==> src/rtl/simd_loop_group_scheduler.sv <==
// Time-shares one SIMD loop-nest controller between up to NUM_MAX_GROUPS loop groups.
// Groups rotate round-robin on completion, time-slice expiry or requester drop-out.
module simd_loop_group_scheduler #(
  parameter int GROUP_ID_W     = 2,
  parameter int NUM_MAX_GROUPS = 1 << GROUP_ID_W,
  parameter int QUANTUM_W      = 8
) (
  input  logic                      clk,
  input  logic                      reset,
  input  logic                      block_start,
  input  logic                      cfg_loop_iter_v,
  input  logic [GROUP_ID_W-1:0]     cfg_loop_group_id,
  input  logic [NUM_MAX_GROUPS-1:0] grp_req,
  input  logic [QUANTUM_W-1:0]      quantum,
  input  logic                      loop_done,
  output logic                      start,
  output logic [GROUP_ID_W-1:0]     loop_group_id,
  output logic                      stall,
  output logic                      block_done,
  output logic                      busy,
  output logic [NUM_MAX_GROUPS-1:0] grp_finished
);

  typedef enum logic [2:0] {
    S_IDLE,
    S_START,
    S_RUN,
    S_SWITCH,
    S_FINISH
  } state_e;

  state_e                    state_q, state_d;
  logic [GROUP_ID_W-1:0]     loop_group_id_q, loop_group_id_d;
  logic [GROUP_ID_W-1:0]     rr_ptr_q, rr_ptr_d;
  logic [NUM_MAX_GROUPS-1:0] grp_finished_q, grp_finished_d;
  logic [NUM_MAX_GROUPS-1:0] cfg_mask_q, cfg_mask_d;
  logic [QUANTUM_W-1:0]      slice_cnt_q, slice_cnt_d;
  logic                      start_q, start_d;
  logic                      block_done_q, block_done_d;
  logic                      busy_q, busy_d;

  logic [NUM_MAX_GROUPS-1:0] active_oh;
  logic [NUM_MAX_GROUPS-1:0] elig_next;
  logic [NUM_MAX_GROUPS-1:0] other_ready;
  logic                      stall_run;
  logic                      slice_end;

  // Upward search from base (wrapping): prefer eligible requesters, else any eligible group.
  function automatic logic [GROUP_ID_W-1:0] pick(
    input logic [GROUP_ID_W-1:0]     base,
    input logic [NUM_MAX_GROUPS-1:0] elig,
    input logic [NUM_MAX_GROUPS-1:0] req
  );
    logic                  found_r;
    logic                  found_e;
    logic [GROUP_ID_W-1:0] win_r;
    logic [GROUP_ID_W-1:0] win_e;
    logic [GROUP_ID_W-1:0] idx;
    found_r = 1'b0;
    found_e = 1'b0;
    win_r   = '0;
    win_e   = '0;
    for (int i = 0; i < NUM_MAX_GROUPS; i++) begin
      idx = base + GROUP_ID_W'(i);
      if (!found_r && elig[idx] && req[idx]) begin
        found_r = 1'b1;
        win_r   = idx;
      end
      if (!found_e && elig[idx]) begin
        found_e = 1'b1;
        win_e   = idx;
      end
    end
    return found_r ? win_r : win_e;
  endfunction

  assign active_oh   = NUM_MAX_GROUPS'(1) << loop_group_id_q;
  assign stall_run   = ~grp_req[loop_group_id_q];
  assign slice_end   = (quantum != '0) && (slice_cnt_q == quantum - QUANTUM_W'(1));
  assign other_ready = cfg_mask_q & ~grp_finished_q & grp_req & ~active_oh;
  assign elig_next   = cfg_mask_q & ~grp_finished_d;

  always_comb begin
    // NOTE: every signal gets its hold value first so no path through the case infers a latch.
    state_d         = state_q;
    loop_group_id_d = loop_group_id_q;
    rr_ptr_d        = rr_ptr_q;
    grp_finished_d  = grp_finished_q;
    cfg_mask_d      = cfg_mask_q;
    slice_cnt_d     = slice_cnt_q;

    unique case (state_q)
      S_IDLE: begin
        if (cfg_loop_iter_v) cfg_mask_d[cfg_loop_group_id] = 1'b1;
        if (block_start) begin
          if (cfg_mask_d != '0) begin
            state_d         = S_START;
            loop_group_id_d = pick(GROUP_ID_W'(0), cfg_mask_d, grp_req);
            rr_ptr_d        = loop_group_id_d;
            slice_cnt_d     = '0;
          end else begin
            state_d = S_FINISH;
          end
        end
      end
      S_START:  state_d = S_RUN;
      S_RUN: begin
        if (!stall_run) slice_cnt_d = slice_end ? '0 : slice_cnt_q + QUANTUM_W'(1);
        if (loop_done) grp_finished_d = grp_finished_q | active_oh;
        // Completion outranks slice expiry, which outranks requester drop-out.
        if ((loop_done && elig_next != '0) ||
            (!loop_done && slice_end && !stall_run && other_ready != '0) ||
            (!loop_done && stall_run && other_ready != '0)) begin
          state_d         = S_SWITCH;
          loop_group_id_d = pick(rr_ptr_q + GROUP_ID_W'(1), elig_next, grp_req);
          rr_ptr_d        = loop_group_id_d;
          slice_cnt_d     = '0;
        end else if (loop_done) begin
          state_d = S_FINISH;
        end
      end
      S_SWITCH: state_d = S_RUN;
      S_FINISH: begin
        cfg_mask_d     = '0;
        grp_finished_d = '0;
        state_d        = S_IDLE;
      end
      default:  state_d = S_IDLE;
    endcase
  end

  assign start_d      = (state_d == S_START);
  assign block_done_d = (state_d == S_FINISH);
  assign busy_d       = (state_d != S_IDLE);

  // NOTE: non-blocking assignments keep every flop sampling pre-edge values regardless of order.
  always_ff @(posedge clk) begin
    if (reset) begin
      state_q         <= S_IDLE;
      loop_group_id_q <= '0;
      rr_ptr_q        <= '0;
      grp_finished_q  <= '0;
      cfg_mask_q      <= '0;
      slice_cnt_q     <= '0;
      start_q         <= 1'b0;
      block_done_q    <= 1'b0;
      busy_q          <= 1'b0;
    end else begin
      state_q         <= state_d;
      loop_group_id_q <= loop_group_id_d;
      rr_ptr_q        <= rr_ptr_d;
      grp_finished_q  <= grp_finished_d;
      cfg_mask_q      <= cfg_mask_d;
      slice_cnt_q     <= slice_cnt_d;
      start_q         <= start_d;
      block_done_q    <= block_done_d;
      busy_q          <= busy_d;
    end
  end

  assign start         = start_q;
  assign block_done    = block_done_q;
  assign busy          = busy_q;
  assign loop_group_id = loop_group_id_q;
  assign grp_finished  = grp_finished_q;
  assign stall         = (state_q == S_RUN) ? stall_run : 1'b1;

endmodule

==> config.mk <==
export PLATFORM = sky130hd
export DESIGN_NAME = simd_loop_group_scheduler
export DESIGN_NICKNAME = d
export VERILOG_FILES = /design/src/rtl/simd_loop_group_scheduler.sv
export SDC_FILE = /design/constraint.sdc
export NUM_CORES = 1
export LEC_CHECK = 0
export BUFFER_PORTS_ARGS = -buffer_cell sky130_fd_sc_hd__clkbuf_2
export CAP_MARGIN = 10
export CORE_AREA = 2 2 82 84
export CTS_CLUSTER_DIAMETER = 50
export DETAILED_ROUTE_END_ITERATION = 6
export DIE_AREA = 0 0 84 86
export MAX_ROUTING_LAYER = met4
export SLEW_MARGIN = 40
export SYNTH_ARGS = -nofsm -noshare
export SYNTH_HDL_FRONTEND = slang
export SYNTH_SLANG_ARGS = --single-unit
==> constraint.sdc <==
create_clock -name clk -period 3.9 [get_ports clk]
set_input_delay 0.585 -clock clk [delete_from_list [all_inputs] [get_ports clk]]
set_output_delay 0.585 -clock clk [all_outputs]
set_load 0.02 [all_outputs]
* Word-level counts from Yosys, hierarchy flattened
Index checks and enable logic that the tools add are counted.
Word-level totals: output and inout bits 10, memories kept 0, bits in writable memories 0, flip-flop bits (word level) 24, bits in read-only memories 0, input bits 19, logic and storage cells 203, latch bits 0
Cells by class: div/mod/pow operators 0, multiply operators 0, mux-type cells 106, eq/ne operators 11, shift operators 1, reductions and logical operators 54, add/subtract/negate cells 6, bitwise operators 10, magnitude comparators 7
Operator list (count):
- two-way mux 1 bit | 62
- two-way mux 8 bit | 5
- two-way mux 2 bit | 17
- logical AND 1 bit | 28
- binary-select mux 1 bit (select 2 bit) | 9
- < comparator 2 x 3 -> 1 bit, second input constant | 6
- AND 4 bit | 4
- case mux 4 bit (2 select lines) | 2
- case mux 8 bit (2 select lines) | 1
- logical NOT 1 bit | 13
- two-way mux 3 bit | 4
- two-way mux 4 bit | 3
- inverter 4 bit | 3
- nonzero test 4 bit | 3
- case mux 3 bit (3 select lines) | 1
- adder 8 x 1 -> 8 bit, second input constant | 1
- == test 8 bit | 1
- OR 4 bit | 2
- AND reduction 4 bit | 2
- nonzero test 8 bit | 1
- subtractor 8 x 1 -> 8 bit, second input constant | 1
- == test 3 x 1 -> 1 bit, second input constant | 2
- == test 3 x 2 -> 1 bit, second input constant | 2
- == test 3 bit, second input constant | 2
- other kinds (14) | 20

* Depth between registers and ports, before layout
Gate-level depths: netlist of the first run.
depth in word-level cells 37, mapped depth 11, gate-level depth less buffers 10

* Worst setup path after synthesis of the first run
OpenSTA, ideal clock, no wires.
path type flip-flop to flip-flop, start point register rr_ptr_q[0], end point register rr_ptr_q[0], buffers on the path 1, period minus slack after synthesis 2.942 ns, arrival 2.820 ns, required time 3.779 ns, cell stages (with the launch flop) 12, slack 0.958 ns, library setup time 0.121 ns, cells stage by stage dfxtp_1 clkinv_1 ha_1 nand4b_1 o211a_1 and2_1 clkbuf_1 nor2_1 mux4_2 nor4_2 o21ai_2 mux2_4
On the way: word-level cells in the longest chain between the ends 33, elaborated cells between the ends (all ways) 90, classes of those cells add/sub (4); eq/ne (1); shift (1); mux (52); bitwise (6); reduce/logical (26)
Ends and longest elaborated chain:
- from (decl) | line 34 | logic [GROUP_ID_W-1:0] rr_ptr_q, rr_ptr_d;
- from (signal assigned) | line 151 | rr_ptr_q <= rr_ptr_d;
- << shifter 1 x 2 -> 4 bit
- OR 4 bit
- two-way mux 4 bit
- case mux 4 bit (2 select lines)
- inverter 4 bit
- AND 4 bit
- binary-select mux 1 bit (select 2 bit) | line 65, 69
- two-way mux 1 bit (not written as such) | line 65, 69
- (+16 left out)
- logical NOT 1 bit | line 65 | if (!found_r && elig[idx] && req[idx]) begin
- logical AND 1 bit (2 in a row) | line 65
- two-way mux 1 bit | line 65
- two-way mux 1 bit | line 111 | if ((loop_done && elig_next != '0) ||
- two-way mux 1 bit | line 92 | unique case (state_q)
- two-way mux 2 bit | line 74 | return found_r ? win_r : win_e;
- two-way mux 2 bit | line 111
- case mux 2 bit (2 select lines) | line 92
Parallel ways exist; a longest one is shown, timed or not. The select of a mux whose other input is x is not followed. A chain may end at the register's enable or synchronous reset.

==> results of run 1 <==
worst min-delay path, delay by kind of cell, from the launching register on:
family           cells  cell delay (ns)
AO/OA/AOI/OAI        1             0.05
flip-flops           1             0.36
AND/OR/NAND/NOR      1             0.07
cell usage in the layout, fill, tap and decap left out, drive strengths merged, types with 8 or more instances in the layout:
master and n:
inv 11, a21oi 16, nand2 13, clkbuf 32, xnor2 8, nor3 16
nor2 36, o21ai 21, dfxtp 24
state kept, by name, indices dropped and copies added, names as in the netlist:
signal	count
rr_ptr_q	2
cfg_mask_q	4
grp_finished	4
state_q	3
busy	1
slice_cnt_q	8
start	1
block_done	1
power breakdown:
| group | switching (mW) | internal (mW) | leakage (nW) |
|---|---|---|---|
| logic | 0.133 | 0.0972 | 0.685 |
| clock network | 0.0835 | 0.0903 | 0.0288 |
| registers | 0.0224 | 0.258 | 0.195 |
kinds of logic after synthesis:
logic type                 after synthesis
and+or+nand+nor                        121
AOI/OAI and AO/OA                       83
buffers and inverters                   26
DFF                                     24
xor gates and xnor gates                13
muxes                                    7
adders and majority gates                6
cell type report:
class | count | area, um^2
clock buffer | 4 | 55.1
fill | 675 | 3890
inverter | 12 | 45.0
multi-input combinational | 230 | 1560
sequential | 24 | 480
tap | 77 | 96.3
timing repair buffer | 29 | 148
worst paths after layout:
path | start | cells after the start | slack, ns | to
min | slice_cnt_q[1]$_SDFFE_PP0P_ | 2 | 0.52 | slice_cnt_q[1]$_SDFFE_PP0P_
max | rr_ptr_q[0]$_SDFFE_PP0P_ | 10 | 0.56 | slice_cnt_q[6]$_SDFFE_PP0P_
max reg2reg | rr_ptr_q[0]$_SDFFE_PP0P_ | 10 | 0.56 | slice_cnt_q[6]$_SDFFE_PP0P_
min reg2reg | slice_cnt_q[1]$_SDFFE_PP0P_ | 2 | 0.52 | slice_cnt_q[1]$_SDFFE_PP0P_
layer usage:
layer,GRT usage,share of wire
met1,0.214,0.45
met2,0.268,0.49
met3,0.0221,0.052
met4,0.0425,0.012
met5,-,0
cell usage after synthesis (2+ instances only):
library cell  count  area, um^2
a211o_1           3        26.3
o2111ai_1         3        26.3
inv_1            11        41.3
nand4b_1          6        52.6
nor3b_1           2        15.0
o211a_1           3        30.0
nor3_1           16        80.1
nand3_1           7        35.0
o21ai_1           4        20.0
and3_1            4        25.0
xnor2_1           8        70.1
buf_1             2        7.51
buf_2             5        25.0
mux4_2            4        90.1
clkbuf_1          7        26.3
o22ai_1           3        18.8
nand4_1           3        18.8
nand2_1          13        48.8
o21ai_0          16        80.1
and2_1            3        18.8
a21o_1            4        30.0
or2_1             3        18.8
dfxtp_1          24         480
o211ai_1          3        22.5
nor2b_1           4        25.0
o21bai_1          2        15.0
or3_1             3        18.8
a211oi_1          3        22.5
a41oi_1           2        17.5
or2_2             3        18.8
a21oi_1          16        80.1
nor4bb_1          2        20.0
or3b_2            2        17.5
ha_1              6        75.1
a31oi_1           5        31.3
nor2_1           36         135
nand2b_1          7        43.8
xor2_1            5        43.8
==> impl_results.md, run 1 <==
- Critical Path AT: 3.55 ns
- Post-synthesis simple-gate area fraction: 0.309
- CP required: 4.11 ns
- Max FO, Critical Path: 15
- Mapped Nets: 305
- First-pass GRT wire length: 9.52 mm
- First drt pass iteration count: 4
- Final #Nets: 325
- Fin. Hold Viols: 0
- IO Count: 29
- Initial antenna violation count: 0
- Post-CTS Setup Bufs: 0
- Min Hold Slack: 0.519 ns
- P_leak: 0.909 nW
- Synth Register Bits: 24
- Hold Crit Class: register to register
- PwrDens: 287 mW/mm^2
- CP Launch Type: register
- Final setup margin: 0.559 ns
- Post-DP HPWL: 4.45 mm
- Worst VDD drop: 0.188 mV
- Netlist cell types: 65
- GRT overflow: 0
- Yosys warning total: 0
- # DRC: 0
- Initial drt markers: 91
- Post-Place Worst Slack: 0.614 ns
- Post-cts hold buffer count: 0
- Minimum clock period: 3.34 ns
- Total number of vias: 2,192
- Post-synthesis sequential area ratio: 0.224
- Cell repeated most along the worst path: a21oi_1
- Setup Skew: 0.00219 ns
- GPL Wtd Cong: 0.952
- MaxCap Viol Count: 0
- Run status: finished clean
- Die X: 84 um
- Number of CTS-inserted buffers: 3
- Ant. Diodes: 0
- DR WL/cell: 15.1 um
- Layout Utilization: 0.380
- Vias in the first global route: 1,959
- Compound-cell area share of the yosys netlist: 0.271
- Buffers on Ports: 28
- Main combinational cell family by area after synthesis: simple AND/OR/NAND/NOR gates
- Die area: 0.00722 mm^2
- Number of synthesized flops with an enable pin: 0
- CTS Sinks: 24
- Final cell count without fillers: 376
- Die Y-Extent: 86 um
- Asr flop ratio synth: 0
- H-tree Lvls: 1
- Vias per cell: 5.83
- Largest stage delay, worst path: 0.73 ns
- Slew headroom: 0.462
- Highest clock rate: 299 MHz
- Post-CTS sizing: 0
- Top delay family on crit path: compound AO/OA/AOI/OAI gates
- CTS tree: built
- Max Buffers Root-to-Sink: 2
- Area grow syn2layout: 11.5%
- Worst skew pair latency: 0.27 ns
- Largest net degree at the start of global routing: 17
- Buf/Inv on CP: 1
- Max-slew violations: 0
- Site Rows: 29
- Adder-cell share of the synthesized area: 0.0351
- Design Area, Final: 0.00239 mm^2
- Netlist Area Pre-Place: 0.00214 mm^2
- Period utilisation layout: 0.857
- Post-Synthesis Cells: 280
- Total Wirelength: 5.70 mm
- Layout cells sized above 1: 0.177
- Final setup vio count: 0
- Pwr Total: 684 uW
- Mean Syn Cell Area: 7.65 um^2
- Placed Area: 0.00233 mm^2
- Synth Flop Type: dfxtp_1
- Least-Margin Pin Slew: 0.805 ns
- Initial Utilization: 0.341
- Post-synthesis xor/xnor area fraction: 0.0532
- Setup TNS: 0 ns
- Slowest-stage cell, CP: dfxtp_1
- CTS root buf: clkbuf_8
- Worst-path clk slew: 0.09 ns
- GRT Resource Usage Total: 0.164
- Crit Path Class: register to register
- Unrepaired setup endpoints after global routing: no
- Placed instance count: 372
- Critical path cell sequence: clkinv_1 > ha_1 > or2_2 > o32a_1 > a21oi_1 > nor2_1 > a21oi_1 > nor2_1 > or3_1 > a21oi_1
- CP Capture Type: register
- Core area: 0.00628 mm^2
- Post-synthesis mux area share: 0.0590
- Post-DRT Antenna Nets: 0
(Power assumes the default switching activity.)
==> inputs of run 2 (changes only) <==
--- a/config.mk
+++ b/config.mk
@@ -5,13 +5,12 @@
 export SDC_FILE = /design/constraint.sdc
 export NUM_CORES = 1
 export LEC_CHECK = 0
-export BUFFER_PORTS_ARGS = -buffer_cell sky130_fd_sc_hd__clkbuf_2
 export CAP_MARGIN = 10
 export CORE_AREA = 2 2 82 84
 export CTS_CLUSTER_DIAMETER = 50
 export DETAILED_ROUTE_END_ITERATION = 6
 export DIE_AREA = 0 0 84 86
-export MAX_ROUTING_LAYER = met4
+export DONT_BUFFER_PORTS = 1
 export SLEW_MARGIN = 40
 export SYNTH_ARGS = -nofsm -noshare
 export SYNTH_HDL_FRONTEND = slang
==> run 2 against run 1 <==
First-iteration DRC count rose by 46%. Critical path depth did not move. Via count fell by 5.4%. Sequential share of layout area rose by 1.1 points. Final cell count fell by 7.4%. Sequential cell count did not move. Routed wire length rose by 0.98%. Sequential power rose by 1%.
==> impl_results.md, run 2 (same netlist as run 1, synthesis figures left out) <==
- IO Count: 29 (unchanged)
- Largest register FFs: 8 (unchanged)
- CTS tree: built
- Post-DRT Antenna Nets: 0 (unchanged)
- Site Rows: 29 (unchanged)
- Top reg by flops: slice_cnt_q
- Clock power share: 0.312 (+0.058)
- Post-CTS Setup Bufs: 0 (unchanged)
- Slowest-stage cell, CP: dfxtp_1
- Area grow syn2layout: 5.96%
- GRT overflow: 0 (unchanged)
- Most frequent cells in the layout: nor2_1, dfxtp_1, o21ai_0, nor3_1, a21oi_1
- H-tree Lvls: 1 (unchanged)
- Unrepaired setup endpoints after global routing: no
- # DRC: 0 (unchanged)
- CTS root buf: clkbuf_8
- Largest stage delay, worst path: 0.55 ns (-0.18 ns)
- Buf/Inv on CP: 1 (unchanged)
- First drt pass iteration count: 4 (unchanged)
- Post-DP HPWL: 4.39 mm (-1.4%)
- Post-cts hold buffer count: 0 (unchanged)
- Ant. Diodes: 0 (unchanged)
- Least-Margin Pin Slew: 0.737 ns (-0.0679 ns)
- Crit Path Class: register to register
- Die area: 0.00722 mm^2 (unchanged)
- FF-to-FF setup slack: 0.93 ns (+0.37 ns)
- Combinational share of power: 0.287 (-0.049)
- Total Wirelength: 5.75 mm (+0.98%)
- Die X: 84 um (unchanged)
- Hold Crit Class: input port to register
- DR WL/cell: 16.5 um (+9.1%)
- Core area: 0.00628 mm^2 (unchanged)
- Period utilisation layout: 0.761 (-0.0954)
- Final #Nets: 297 (-8.6%)
- Net Sw Power: 225 uW (-5.8%)
- Fin. Hold Viols: 0 (unchanged)
- Number of CTS-inserted buffers: 3 (unchanged)
- Critical path cell sequence: inv_1 > ha_1 > nand4b_1 > o211ai_1 > nor2_1 > nor2_1 > mux4_2 > nor4_2 > o21ai_2 > mux2_4
- GPL Wtd Cong: 0.891 (-6.4%)
- Buffers on Ports: 0 (-100%)
- GRT Resource Usage Total: 0.160 (-0.00384)
- CP required: 4.06 ns (-0.05 ns)
- Vias per cell: 5.96 (+2.2%)
- PwrDens: 312 mW/mm^2 (+8.8%)
- Top delay family on crit path: simple AND/OR/NAND/NOR gates
- Max-slew violations: 0 (unchanged)
- Highest clock rate: 337 MHz (+13%)
- Layout Utilization: 0.361 (-0.0189)
- Initial Utilization: 0.341 (unchanged)
- P_leak: 0.801 nW (-12%)
- Crit path from: rr_ptr_q[1]$_SDFFE_PP0P_
- Initial antenna violation count: 0 (unchanged)
- CTS Sinks: 24 (unchanged)
- MaxCap Viol Count: 0 (unchanged)
- Flop pwr share: 0.402 (-0.008)
- Worst skew pair latency: 0.27 ns (about the same)
- Worst VDD drop: 0.180 mV (-4.5%)
- Max Buffers Root-to-Sink: 2 (unchanged)
- Hold path startpoint: reset
- Commonest non-fill, non-tap cell in the layout: nor2_1
- First-pass GRT wire length: 9.56 mm (+0.43%)
- Die Y-Extent: 86 um (unchanged)
- Largest net degree at the start of global routing: 17 (unchanged)
- Final setup vio count: 0 (unchanged)
- Layout cells sized above 1: 0.0959 (-0.0813)
- Total number of vias: 2,074 (-5.4%)
- Max FO, Critical Path: 6 (-9)
- Post-CTS sizing: 0 (unchanged)
- Setup TNS: 0 ns (unchanged)
- CP Capture Type: register
- Vias in the first global route: 1,923 (-1.8%)
- Slew headroom: 0.501 (+0.0394)
- Crit Reg-Reg Startpoint: rr_ptr_q[1]$_SDFFE_PP0P_
- Worst-path clk slew: 0.09 ns (about the same)
- CP Launch Type: register
- Critical Path AT: 3.13 ns (-0.42 ns)
- Initial drt markers: 133 (+46%)
- Setup Skew: 0.00179 ns (-0.000395 ns)
- Cell repeated most along the worst path: nor2_1
- Sw Ratio: 0.318 (-0.0312)
- Int Pwr: 483 uW (+8.4%)
- Minimum clock period: 2.97 ns (-0.372 ns)
- Run status: finished clean
run 2: cell types whose count changed in the layout (fill, tap and decap cells not counted):
cell and change:
clkbuf_2 -28, bufinv_16 +1, clkbuf_8 -1, nor3b_1 -1, nor3b_2 +1
run 2: power groups by stage:
stage               Clock [mW]  Sequential [mW]  Combinational (mW)
floorplan                    0            0.280               0.172
global placement             0            0.289               0.197
detailed placement           0            0.290               0.200
CTS                      0.224            0.284               0.200
global route             0.236            0.286               0.226
finish                   0.220            0.284               0.203
run 2: worst paths after layout:
path | end | cells after the start
setup / recovery | rr_ptr_q[0]$_SDFFE_PP0P_ | 10
hold / removal | state_q[2]$_SDFF_PP0_ | 1
setup reg to reg | rr_ptr_q[0]$_SDFFE_PP0P_ | 10
hold reg to reg | slice_cnt_q[1]$_SDFFE_PP0P_ | 2
run 2: worst register-to-register path, cell delays in order (launching register included):
cell,delay (ns)
dfxtp_1,0.55
inv_1,0.15
ha_1,0.22
nand4b_1,0.10
o211ai_1,0.18
nor2_1,0.37
nor2_1,0.12
mux4_2,0.49
nor4_2,0.30
o21ai_2,0.10
mux2_4,0.29
run 2: layout make-up:
cell class                 count  area [um^2]
clock buffer                   3         41.3
fill                         646         4010
inverter                      12         45.0
tap                           77         96.3
timing repair buffer           1         7.51
multi-input combinational    230         1570
clock inverter                 1         30.0
sequential                    24          480
run 2: routing by layer:
metal | global-route usage | up-vias | part of all wire | wire length (um)
li1 | - | 1022 | - | -
met1 | 0.203 | 973 | 0.46 | 2620
met2 | 0.271 | 66 | 0.47 | 2690
met3 | 0.0385 | 13 | 0.059 | 337
met4 | 0.0425 | 0 | 0.018 | 104
met5 | 0 | - | 0 | 0
run 2: metrics by stage:
step	worst slack [ns]	std cells	area (um^2)	hold WS (ns)	power [mW]
3_3_place_gp	0.945	344	2190	0.501	0.487
3_5_place_dp	0.959	344	2200	0.496	0.490
6_report	0.931	348	2270	0.374	0.708
2_1_floorplan	0.958	280	2140	0.469	0.452
5_1_grt	0.743	348	2270	0.359	0.748
4_1_cts	0.977	348	2270	0.370	0.708
==> inputs of run 3 (changes only) <==
--- a/config.mk
+++ b/config.mk
@@ -5,11 +5,12 @@
 export SDC_FILE = /design/constraint.sdc
 export NUM_CORES = 1
 export LEC_CHECK = 0
+export ABC_AREA = 1
 export CAP_MARGIN = 10
-export CORE_AREA = 2 2 82 84
+export CORE_AREA = 2 2 85 87
 export CTS_CLUSTER_DIAMETER = 50
 export DETAILED_ROUTE_END_ITERATION = 6
-export DIE_AREA = 0 0 84 86
+export DIE_AREA = 0 0 87 89
 export DONT_BUFFER_PORTS = 1
 export SLEW_MARGIN = 40
 export SYNTH_ARGS = -nofsm -noshare
==> constraint.sdc (replaced) <==
create_clock -name clk -period 2.9 [get_ports clk]
set_input_delay 0.435 -clock clk [delete_from_list [all_inputs] [get_ports clk]]
set_output_delay 0.435 -clock clk [all_outputs]
set_load 0.02 [all_outputs]
==> run 3 against run 2 <==
Critical path depth rose by 4. Largest power group is now combinational logic. Critical path type unchanged. First-iteration DRC count fell by 50%. Power rose by 76%.
==> impl_results.md, run 3 <==
- CP required: 3.07 ns (-0.99 ns)
- Buffers on Ports: 0 (unchanged)
- Largest area contributor in the netlist: dfxtp_1
- CP Capture Type: register
- Period utilisation layout: 0.821 (+0.0599)
- Area of the multi-input gates: 0.00157 mm^2 (+0.40%)
- Synth cell count leaders: nand2_1, inv_1, nand3_1, nor2_1, dfxtp_1
- Commonest non-fill, non-tap cell in the layout: nand2_1
- GRT Resource Usage Total: 0.162 (+0.00216)
- Site Rows: 30 (+3.4%)
- Synth top area share: 0.208 (-0.0164)
- Die Y-Extent: 89 um (+3.5%)
- Hold Crit Class: input port to register
- Slowest-stage cell, CP: ha_1
- # DRC: 0 (unchanged)
- Placed instance count: 455 (+32%)
- Largest net degree at the start of global routing: 19 (+2)
- Pwr Total: 1.24 mW (+76%)
- Vias per cell: 5.05 (-15%)
- Crit path depth: 14 (+4)
- Number of synthesized flops with an enable pin: 0 (unchanged)
- Mean Syn Cell Area: 6.09 um^2 (-20%)
- Critical path cell sequence: inv_1 > ha_1 > xor2_4 > nor2_1 > a21oi_1 > nand3_1 > nand3_1 > nor2_1 > nand2_1 > nand2_1 > nor2_1 > nand2_1 > nand2_1 > nor2_1
- Worst-path clk slew: 0.09 ns (about the same)
- Least-Margin Pin Slew: 0.417 ns (-0.320 ns)
- Top delay family on crit path: simple AND/OR/NAND/NOR gates
- Post-synthesis sequential area ratio: 0.208 (-0.0164)
- Max Buffers Root-to-Sink: 2 (unchanged)
- Final cell count without fillers: 459 (+32%)
- IO Count: 29 (unchanged)
- Initial antenna violation count: 0 (unchanged)
- Crit Path Class: register to register
- DR WL/cell: 12.6 um (-24%)
- CP Launch Type: register
- Critical Path AT: 2.55 ns (-0.58 ns)
- Highest clock rate: 420 MHz (+25%)
- Total number of vias: 2,319 (+12%)
- CTS tree: built
- Vias in the first global route: 2,230 (+16%)
- Fin. Hold Viols: 0 (unchanged)
- P_leak: 1.14 nW (+43%)
- GRT overflow: 0 (unchanged)
- Hold Path Stages: 1 (unchanged)
- FF-to-FF path depth: 14 (+4)
- Yosys warning total: 0 (unchanged)
- Layout cells sized above 1: 0.113 (+0.0175)
- Post-CTS Setup Bufs: 0 (unchanged)
- Top reg by flops: slice_cnt_q
- Run status: finished clean
- PwrDens: 508 mW/mm^2 (+63%)
- Final #Nets: 405 (+36%)
- First-pass GRT wire length: 10.2 mm (+6.3%)
- Largest register FFs: 8 (unchanged)
- FF-to-FF setup slack: 0.52 ns (-0.41 ns)
- Initial drt markers: 67 (-50%)
- Slew headroom: 0.722 (+0.220)
- Core area: 0.00672 mm^2 (+7.0%)
- Die X: 87 um (+3.6%)
- Synth Register Bits: 24 (unchanged)
- Most frequent cells in the layout: nand2_1, inv_1, nand3_1
- MaxCap Viol Count: 0 (unchanged)
- Asr flop ratio synth: 0 (unchanged)
- GPL Wtd Cong: 0.886 (-0.54%)
- Max-slew violations: 0 (unchanged)
- Largest stage delay, worst path: 0.55 ns (about the same)
- CTS root buf: clkbuf_8
- Worst VDD drop: 0.197 mV (+9.5%)
- Post-cts hold buffer count: 0 (unchanged)
- Post-Synthesis Cells: 379 (+35%)
- Die area: 0.00774 mm^2 (+7.2%)
- Setup TNS: 0 ns (unchanged)
- Min Hold Slack: 0.228 ns (-0.146 ns)
- Final setup vio count: 0 (unchanged)
- Mapped Nets: 404 (+32%)
- Setup Skew: 0.00102 ns (-0.000769 ns)
- Filler instances: 744 (+15%)
- Sequential cell area: 480 um^2 (unchanged)
- Netlist cell types: 36 (-45%)
- Buf/Inv on CP: 1 (unchanged)
- CTS Sinks: 24 (unchanged)
- Unrepaired setup endpoints after global routing: no
- Post-DP HPWL: 4.73 mm (+7.8%)
- H-tree Lvls: 1 (unchanged)
- Ranking of synthesized cells by area: dfxtp_1, nand2_1, inv_1, nand3_1, nor2_1
- Total Wirelength: 5.79 mm (+0.66%)
- Minimum clock period: 2.38 ns (-0.588 ns)
- Synth Flop Type: dfxtp_1
- Post-DRT Antenna Nets: 0 (unchanged)
- Number of CTS-inserted buffers: 3 (unchanged)
- Post-CTS sizing: 0 (unchanged)
- Post-Place Worst Slack: 0.541 ns (-0.419 ns)
- Ant. Diodes: 0 (unchanged)
- First drt pass iteration count: 5 (+1)
- Max FO, Critical Path: 8 (+2)
- Area grow syn2layout: 5.74%
- Netlist Area Pre-Place: 0.00231 mm^2 (+7.9%)
- Worst skew pair latency: 0.26 ns (about the same)
- Top-count cell post-synth: nand2_1
- Initial Utilization: 0.344 (+0.00272)
- Final setup margin: 0.518 ns (-0.412 ns)
-- run 3: cell count changes in the layout (fill, tap and decap cells not counted), sizes merged, moves of 5 or more --
cell    previous run  this run
nor3              16         6
nand3              7        45
nand4              3        12
nor4               1         7
o21ai             21        15
inv               11        55
nor2              36        43
nand2b             7         0
nand4b             6         0
nand2             13       113
or2                7         0
a31oi              6         1
a21oi             16        23
-- run 3: logic make-up after synthesis --
family,after synthesis,synth area share
AOI/OAI and AO/OA,50,0.128
buffers and inverters,63,0.111
xor gates and xnor gates,9,0.0423
and+or+nand+nor,227,0.479
adders and majority gates,6,0.0325
DFF,24,0.208
-- run 3: power by group --
group          switching [mW]  internal (mW)  total (mW)
combinational           0.425          0.208       0.633
sequential             0.0281          0.352       0.380
clock                   0.108          0.121       0.229
-- run 3: final timing paths --
kind / start / end
worst min-delay path: reset / slice_cnt_q[7]$_SDFFE_PP0P_
worst min register to register: slice_cnt_q[7]$_SDFFE_PP0P_ / slice_cnt_q[7]$_SDFFE_PP0P_
worst max register to register: rr_ptr_q[0]$_SDFFE_PP0P_ / rr_ptr_q[0]$_SDFFE_PP0P_
worst max-delay path: rr_ptr_q[0]$_SDFFE_PP0P_ / rr_ptr_q[0]$_SDFFE_PP0P_
-- run 3: through the flow --
stage               cell area [um^2]   util
floorplan                       2310      -
global placement                2390  0.355
detailed placement              2390  0.355
CTS                             2440  0.364
global route                    2440  0.364
finish                          2440  0.364
-- run 3: metal layers --
metal / track usage / wire length [um] / up-vias / part of all wire
met4: 0.0213 / 52 / 0 / 0.0090
met3: 0.0351 / 279 / 6 / 0.048
li1: - / - / 1240 / -
met1: 0.198 / 2660 / 1024 / 0.46
met2: 0.298 / 2800 / 49 / 0.48
met5: 0 / 0 / - / 0
-- run 3: final cells by class --
| class | count | share of cell area |
|---|---|---|
| Multi-Input combinational cell | 292 | 0.644 |
| Sequential cell | 24 | 0.197 |
| Inverter | 56 | 0.0861 |
| Tap cell | 80 | 0.0410 |
| Clock buffer | 4 | 0.0225 |
| Timing Repair Buffer | 3 | 0.00922 |
